[src/rtl/chunked_serial_adder.sv]
// Multi-cycle ripple-carry adder: adds two WIDTH-bit operands plus carry-in, CHUNK bits per clock,
// with valid/ready handshakes on both the operand and result sides.
module chunked_serial_adder #(
  parameter int WIDTH = 16,
  parameter int CHUNK = 4
) (
  input  logic             clk,
  input  logic             rst,
  input  logic             in_valid,
  output logic             in_ready,
  input  logic [WIDTH-1:0] a,
  input  logic [WIDTH-1:0] b,
  input  logic             cin,
  output logic             out_valid,
  input  logic             out_ready,
  output logic [WIDTH-1:0] sum,
  output logic             cout,
  output logic             overflow
);

  localparam int NCHUNK = WIDTH / CHUNK;
  localparam int IDXW   = (NCHUNK > 1) ? $clog2(NCHUNK) : 1;
  localparam logic [IDXW-1:0] LAST_IDX = IDXW'(NCHUNK - 1);

  generate
    if (WIDTH < 1 || CHUNK < 1 || CHUNK > WIDTH || (WIDTH % CHUNK) != 0) begin : g_bad_params
      $error("chunked_serial_adder: need 1 <= CHUNK <= WIDTH and WIDTH %% CHUNK == 0");
    end
  endgenerate

  typedef enum logic [1:0] {
    S_IDLE = 2'd0,
    S_BUSY = 2'd1,
    S_DONE = 2'd2
  } state_e;

  state_e           state_q, state_d;
  logic [WIDTH-1:0] a_q, a_d, b_q, b_d, res_q, res_d, sum_q, sum_d;
  logic             carry_q, carry_d, cout_q, cout_d, ovf_q, ovf_d;
  logic [IDXW-1:0]  idx_q, idx_d;

  int               off_s;
  logic [CHUNK-1:0] a_sl_s, b_sl_s;
  logic [CHUNK:0]   chunk_sum_s;
  logic             msb_cin_s;

  // Current chunk add; carry into the MSB is recovered from sum ^ a ^ b at the chunk's top bit
  always_comb begin
    off_s       = CHUNK * int'(idx_q);
    a_sl_s      = a_q[off_s +: CHUNK];
    b_sl_s      = b_q[off_s +: CHUNK];
    chunk_sum_s = {1'b0, a_sl_s} + {1'b0, b_sl_s} + {{CHUNK{1'b0}}, carry_q};
    msb_cin_s   = chunk_sum_s[CHUNK-1] ^ a_sl_s[CHUNK-1] ^ b_sl_s[CHUNK-1];
  end

  // State register and datapath registers
  always_ff @(posedge clk or posedge rst) begin
    if (rst) begin
      state_q <= S_IDLE;
      a_q     <= '0;
      b_q     <= '0;
      res_q   <= '0;
      sum_q   <= '0;
      carry_q <= 1'b0;
      cout_q  <= 1'b0;
      ovf_q   <= 1'b0;
      idx_q   <= '0;
    end else begin
      state_q <= state_d;
      a_q     <= a_d;
      b_q     <= b_d;
      res_q   <= res_d;
      sum_q   <= sum_d;
      carry_q <= carry_d;
      cout_q  <= cout_d;
      ovf_q   <= ovf_d;
      idx_q   <= idx_d;
    end
  end

  // Next-state logic
  always_comb begin
    state_d = state_q;
    case (state_q)
      S_IDLE:  if (in_valid) state_d = S_BUSY; else state_d = S_IDLE;
      S_BUSY:  if (idx_q == LAST_IDX) state_d = S_DONE; else state_d = S_BUSY;
      S_DONE:  if (out_ready) state_d = S_IDLE; else state_d = S_DONE;
      default: state_d = S_IDLE;
    endcase
  end

  // Datapath next values: latch on accept, ripple one chunk per BUSY cycle, publish on the last
  always_comb begin
    a_d     = a_q;
    b_d     = b_q;
    res_d   = res_q;
    sum_d   = sum_q;
    carry_d = carry_q;
    cout_d  = cout_q;
    ovf_d   = ovf_q;
    idx_d   = idx_q;
    case (state_q)
      S_IDLE: begin
        if (in_valid) begin
          a_d     = a;
          b_d     = b;
          carry_d = cin;
          idx_d   = '0;
        end else begin
          idx_d   = idx_q;
        end
      end
      S_BUSY: begin
        res_d[off_s +: CHUNK] = chunk_sum_s[CHUNK-1:0];
        carry_d               = chunk_sum_s[CHUNK];
        if (idx_q == LAST_IDX) begin
          idx_d  = '0;
          sum_d  = res_d;
          cout_d = chunk_sum_s[CHUNK];
          ovf_d  = msb_cin_s ^ chunk_sum_s[CHUNK];
        end else begin
          idx_d  = idx_q + IDXW'(1);
        end
      end
      default: begin
        idx_d = idx_q;
      end
    endcase
  end

  // Handshake outputs decoded from the state register
  always_comb begin
    in_ready  = 1'b0;
    out_valid = 1'b0;
    case (state_q)
      S_IDLE:  in_ready  = 1'b1;
      S_DONE:  out_valid = 1'b1;
      default: begin
        in_ready  = 1'b0;
        out_valid = 1'b0;
      end
    endcase
  end

  assign sum      = sum_q;
  assign cout     = cout_q;
  assign overflow = ovf_q;

endmodule

[config.mk]
export PLATFORM = sky130hd
export DESIGN_NAME = chunked_serial_adder
export DESIGN_NICKNAME = d
export VERILOG_FILES = /design/src/rtl/chunked_serial_adder.sv
export SDC_FILE = /design/constraint.sdc
export NUM_CORES = 1
export LEC_CHECK = 0
export ABC_AREA = 1
export ABC_CLOCK_PERIOD_IN_PS = 5600
export BUFFER_PORTS_ARGS = -buffer_cell sky130_fd_sc_hd__clkbuf_2
export CAP_MARGIN = 10
export CELL_PAD_IN_SITES_DETAIL_PLACEMENT = 0
export CELL_PAD_IN_SITES_GLOBAL_PLACEMENT = 2
export CORE_ASPECT_RATIO = 0.8
export CORE_UTILIZATION = 39
export CTS_BUF_LIST = sky130_fd_sc_hd__clkbuf_4 sky130_fd_sc_hd__clkbuf_8
export DETAILED_ROUTE_END_ITERATION = 8
export PLACE_DENSITY = 0.95
export SLEW_MARGIN = 10
export SYNTH_ARGS = -nofsm -noshare
export SYNTH_HDL_FRONTEND = slang
export SYNTH_SLANG_ARGS = --single-unit
[constraint.sdc]
create_clock -name clk -period 5.6 [get_ports clk]
set_input_delay 0.28 -clock clk [delete_from_list [all_inputs] [get_ports clk]]
set_output_delay 0.28 -clock clk [all_outputs]
set_load 0.02 [all_outputs]
== Word level (Yosys, flattened, before mapping) ==
Index checks and enable logic that the tools add are counted.
Word-level totals
  word-level logic and storage cells: 41
  register bits: 71
Cells by class
  shift operators: 4
  bitwise operators: 3
  reductions and logical operators: 5
  mux-type cells: 12
  add/sub/neg operators: 4
  equality and inequality tests: 4
Operators by type and width (count)
  $neg A4 Y33: 1
  $shift A4 B33 Y16 const A: 1
  $shiftx A4 B33 Y16: 1
  $shiftx A16 B5 Y4: 2
  $bwmux W16: 1
  $mux W2: 4
  $pmux W2 S3: 1
  $reduce_and A2 Y1: 3
  $add A4 B4 Y5: 1
  $add A5 B1 Y5: 1
  $eq A2 B2 Y1 const B: 2
  $mux W1: 4
  $pmux W2 S2: 1
  $xor A1 B1 Y1: 3
  $add A2 B1 Y2 const B: 1
  $eq A2 B1 Y1 const B: 1
  $logic_not A2 Y1: 1
  $ne A2 B2 Y1 const B: 1
  $pmux W1 S2: 1
  $reduce_bool A2 Y1: 1

== Logic depth before layout (Yosys ltp) ==
  depth after elaboration: 6
  mapped depth: 15
  gate-level depth less buffers: 14

== Least setup slack after synthesis ==
No wires, ideal clock.
  path kind: register -> register
  start point: reg idx_q[0]
  end point: reg ovf_q, in the netlist overflow
  data required time: 5.483 ns
  path slack: 3.050 ns
  path buffers: 2
  setup time: 0.117 ns
  stages on the path, launching flop included: 15
  arrival time: 2.432 ns
  cells stage by stage: dfrtp_1 inv_2 buf_6 buf_2 nor2_1 o22ai_1 fa_1 fa_1 nand3_1 nor2b_1 nand3_1 nand2_1 nand2_1 nand3_1 nand2_1
Between the ends
  cells in the longest elaborated chain, start to end: 6
  elaborated cells between the ends (all ways): 9
RTL lines
  start: declaration: line 40  | logic [IDXW-1:0] idx_q, idx_d;
  start signal: assignment: line 77  | idx_q <= idx_d;
  $shiftx A16 B5 Y4 (on tied branches): line 50, 51
  $add A4 B4 Y5: line 52  | chunk_sum_s = {1'b0, a_sl_s} + {1'b0, b_sl_s} + {{CHUNK{1'b0}}, carry_q};
  $add A5 B1 Y5: line 52
  $xor A1 B1 Y1 (2 in a row): line 53  | msb_cin_s = chunk_sum_s[CHUNK-1] ^ a_sl_s[CHUNK-1] ^ b_sl_s[CHUNK-1];
  $xor A1 B1 Y1: line 120  | ovf_d = msb_cin_s ^ chunk_sum_s[CHUNK];
  end signal: assignment: line 76  | ovf_q <= ovf_d;
  end: declaration: line 39  | logic carry_q, carry_d, cout_q, cout_d, ovf_q, ovf_d;
Several ways; a longest one is shown, not always the timed one.
A chain may end at the register's enable or synchronous reset.

== Final worst setup path ==
  start point: reg idx_q[1]
  end point: reg ovf_q, in the netlist overflow
The elaborated chain is that of the path after synthesis.

==> impl_metrics.toml <==
[logic_synthesis]
ys_top_cells_by_area = "dfrtp_1 (49%), nand2_1 (13%), mux2_4 (11%), o21ai_0 (3.6%), ha_1 (3.1%)"
synth_common_cells = "nand2_1 (121), dfrtp_1 (71), inv_1 (27), mux2_4 (27), o21ai_0 (26)"
yosysUniqueCellTypes = 28
yosysWarnings = 0
synth_area_sq_um = 3623
syn_avg_cell_area_sq_um = 9.561
async_flop_share_pct = 100.0
seq_area_frac_synth_pct = 49.03
synthCells = 379
synth_nets = 427
ys_seq_elements = 71
yosysMostFrequentCell = "nand2_1"
synth_ff_type = "dfrtp_1"
synth_top_area_cell = "dfrtp_1"
yosys.area.top_type_share_pct = 49.03
synth_edf_count = 0

[sta]
fmax_mhz = 340.6
tightest_slew_ns = 0.8856
setup_viol = 0
worst_slack_ns = 2.664
slew_violations = 0
slew_headroom_pct = 40.96
clock_skew_ns = 0.003330
setup-tns-final_ns = 0
fin_crit_ns = 2.936
hold_violations = 0
period_share_pct = 52.43
rsz0062_at_grt = "no"

[critical_path]
cp_max_fo = 13
rr_endpoint = "overflow"
cp_slowest_cell = "dfrtp_1"
critPathTopFamily = "adder cells"
cpPeakStageDelay_ns = 0.60
crit_chain = "inv_1 -> o21ai_0 -> o22ai_1 -> fa_1 -> fa_1 -> nand3_1 -> nor2b_1 -> nand3_1 -> nand2_1 -> nand2_1 -> nand3_1 -> nand2_1"
worstSetupPathType = "reg2reg"
crit_arrival_ns = 3.17
r2r_start = "idx_q[1]"
reg2regPathDepth = 12
cp-end-kind = "register"
worst_setup_path_start_kind = "register"
path_buf_inv = 1
path_depth = 12
ff2ff_setup_slack_ns = 2.66
crit_end = "overflow"
startpoint = "idx_q[1]"
cp.required_ns = 5.83

[drt]
vias = 2653
wirelength_mm = 7.768
drc = 0
drt-wirelength-per-cell_microns = 14.05
final_antenna_net_count = 0
drt_first_pass_iters = 4
routed_via_density = 4.797
drtIter0Drc = 155

[placed_design]
gp_congestion = 0.8213
portBuffers = 56
pre_cts_ws_ns = 2.699
dp_hpwl_mm = 5.420

[clocking]
cts_tree = "yes"
cts_root_buf = "clkbuf_8"
clock_latency_ns = 0.34
clockBufferDepth = 2
hold_buffers = 0
cts.sinks = 71
path_clk_slew_ns = 0.07
cts_resized = 0
cts_setup_buffers = 0
cts-htree-levels = 3
cts_buffers = 9

[floorplan]
start_util_pct = 40.09
core_area_sq_um = 9037
fp.dieH_microns = 88.22
io_pins = 57
fp-row-count = 31
fp.dieArea_sq_um = 9683
fp.dieW_microns = 109.8

[global_route]
grt_overflow = 0
grt_max_degree = 72
grt_pass1_vias = 2635
grt_pass1_wl_mm = 13.37
grt_use_total_pct = 18.27
antenna_found_initial = 0

[status]
status = "completed"

[power_and_ir_drop]
p_total_w = 0.002846
power_density_nw_per_um2 = 686.9
p_leak_nw = 2.171
vdd_drop_max_uv = 278.1

[cells_and_area]
syn2layout_area_growth_pct = 14.36
final_nets = 481
seq_area_sq_um = 1777
drive_gt1_share_pct = 27.40
num-fill-cells = 872
diodes = 0
multiInputGateArea_sq_um = 1614

[flow_run]
max_cap_viol_count = 0

[worst_hold_path]
hold_class = "in2reg"
## layer usage
metal / up-vias / GRT usage, % / wire length [microns] / share of wire, %
met2: 49 / 26.36 / 3441 / 44
met1: 1252 / 27.29 / 4053 / 52
met3: 2 / 4.566 / 239 / 3.1
met5: - / 0 / 0 / 0
met4: 0 / 4.606 / 34 / 0.44
li1: 1350 / - / - / -
## state kept, by name (all words and copies together), names as in the netlist
register / cells
cout: 1
state_q: 2
a_q: 16
b_q: 16
carry_q: 1
sum: 16
idx_q: 2
overflow: 1
res_q: 16
## stage by stage
| stage | instances | area [sq um] | util [%] | hold WS [ns] |
|---|---|---|---|---|
| after detailed placement | 537 | 3946 | 43.67 | 0.4653 |
| after global placement | 537 | 3946 | 43.67 | 0.4634 |
| after global routing | 553 | 4144 | 45.85 | 0.1033 |
| after CTS | 553 | 4144 | 45.85 | 0.1123 |
| final | 553 | 4144 | 45.85 | 0.1268 |
| after floorplan | 379 | 3623 | - | 0.3765 |
## where the power goes
group	internal, W	switching (W)	leakage (nW)
registers	0.000731	0.000134	0.904
logic	0.000620	0.000953	1.17
clock network	0.000215	0.000193	0.0981
total	0.00157	0.00128	2.17
## layout by cell type, fill, tap and decap left out, types with 9 or more instances in the layout
cell type and n:
clkbuf_2 56, clkbuf_8 10, dfrtp_1 71, ha_1 9, inv_1 26, mux2_4 27
nand2_1 121, nand3_1 20, nor2_1 16, o21ai_0 26, o22ai_1 15
## cell families (layout without fill, tap and decap cells)
group                    after synthesis  in the layout  share of synthesized area [%]
multiplexers                          32             32                          12.74
buffers and inverters                 46            105                          6.423
adder cells (fa/ha/maj)               11             11                          4.213
AO/OA/AOI/OAI                         49             49                          7.804
AND/OR/NAND/NOR                      169            169                          19.54
XOR/XNOR                               1              1                         0.2418
flip-flops                            71             71                          49.03
## final cells by class
cell class                      instances  area share [%]
Sequential cell                        71           42.87
Tap cell                              115           3.472
Multi-Input combinational cell        262           38.95
Timing Repair Buffer                   58           7.126
Clock buffer                           10           3.321
Inverter                               31           2.808
Clock inverter                          6           1.449
## worst min-delay path by stage
stage,start,endpoint,slack [ns],cells past startpoint
2_1_floorplan,out_ready,state_q[1],0.38,1
3_3_place_gp,sum[0],sum[0],0.46,2
3_5_place_dp,sum[12],sum[12],0.47,2
4_1_cts,out_ready,state_q[1],0.11,2
5_1_grt,out_ready,state_q[1],0.10,2
6_report,out_ready,state_q[1],0.13,2
Note: power is estimated with default switching activity, not from simulation.
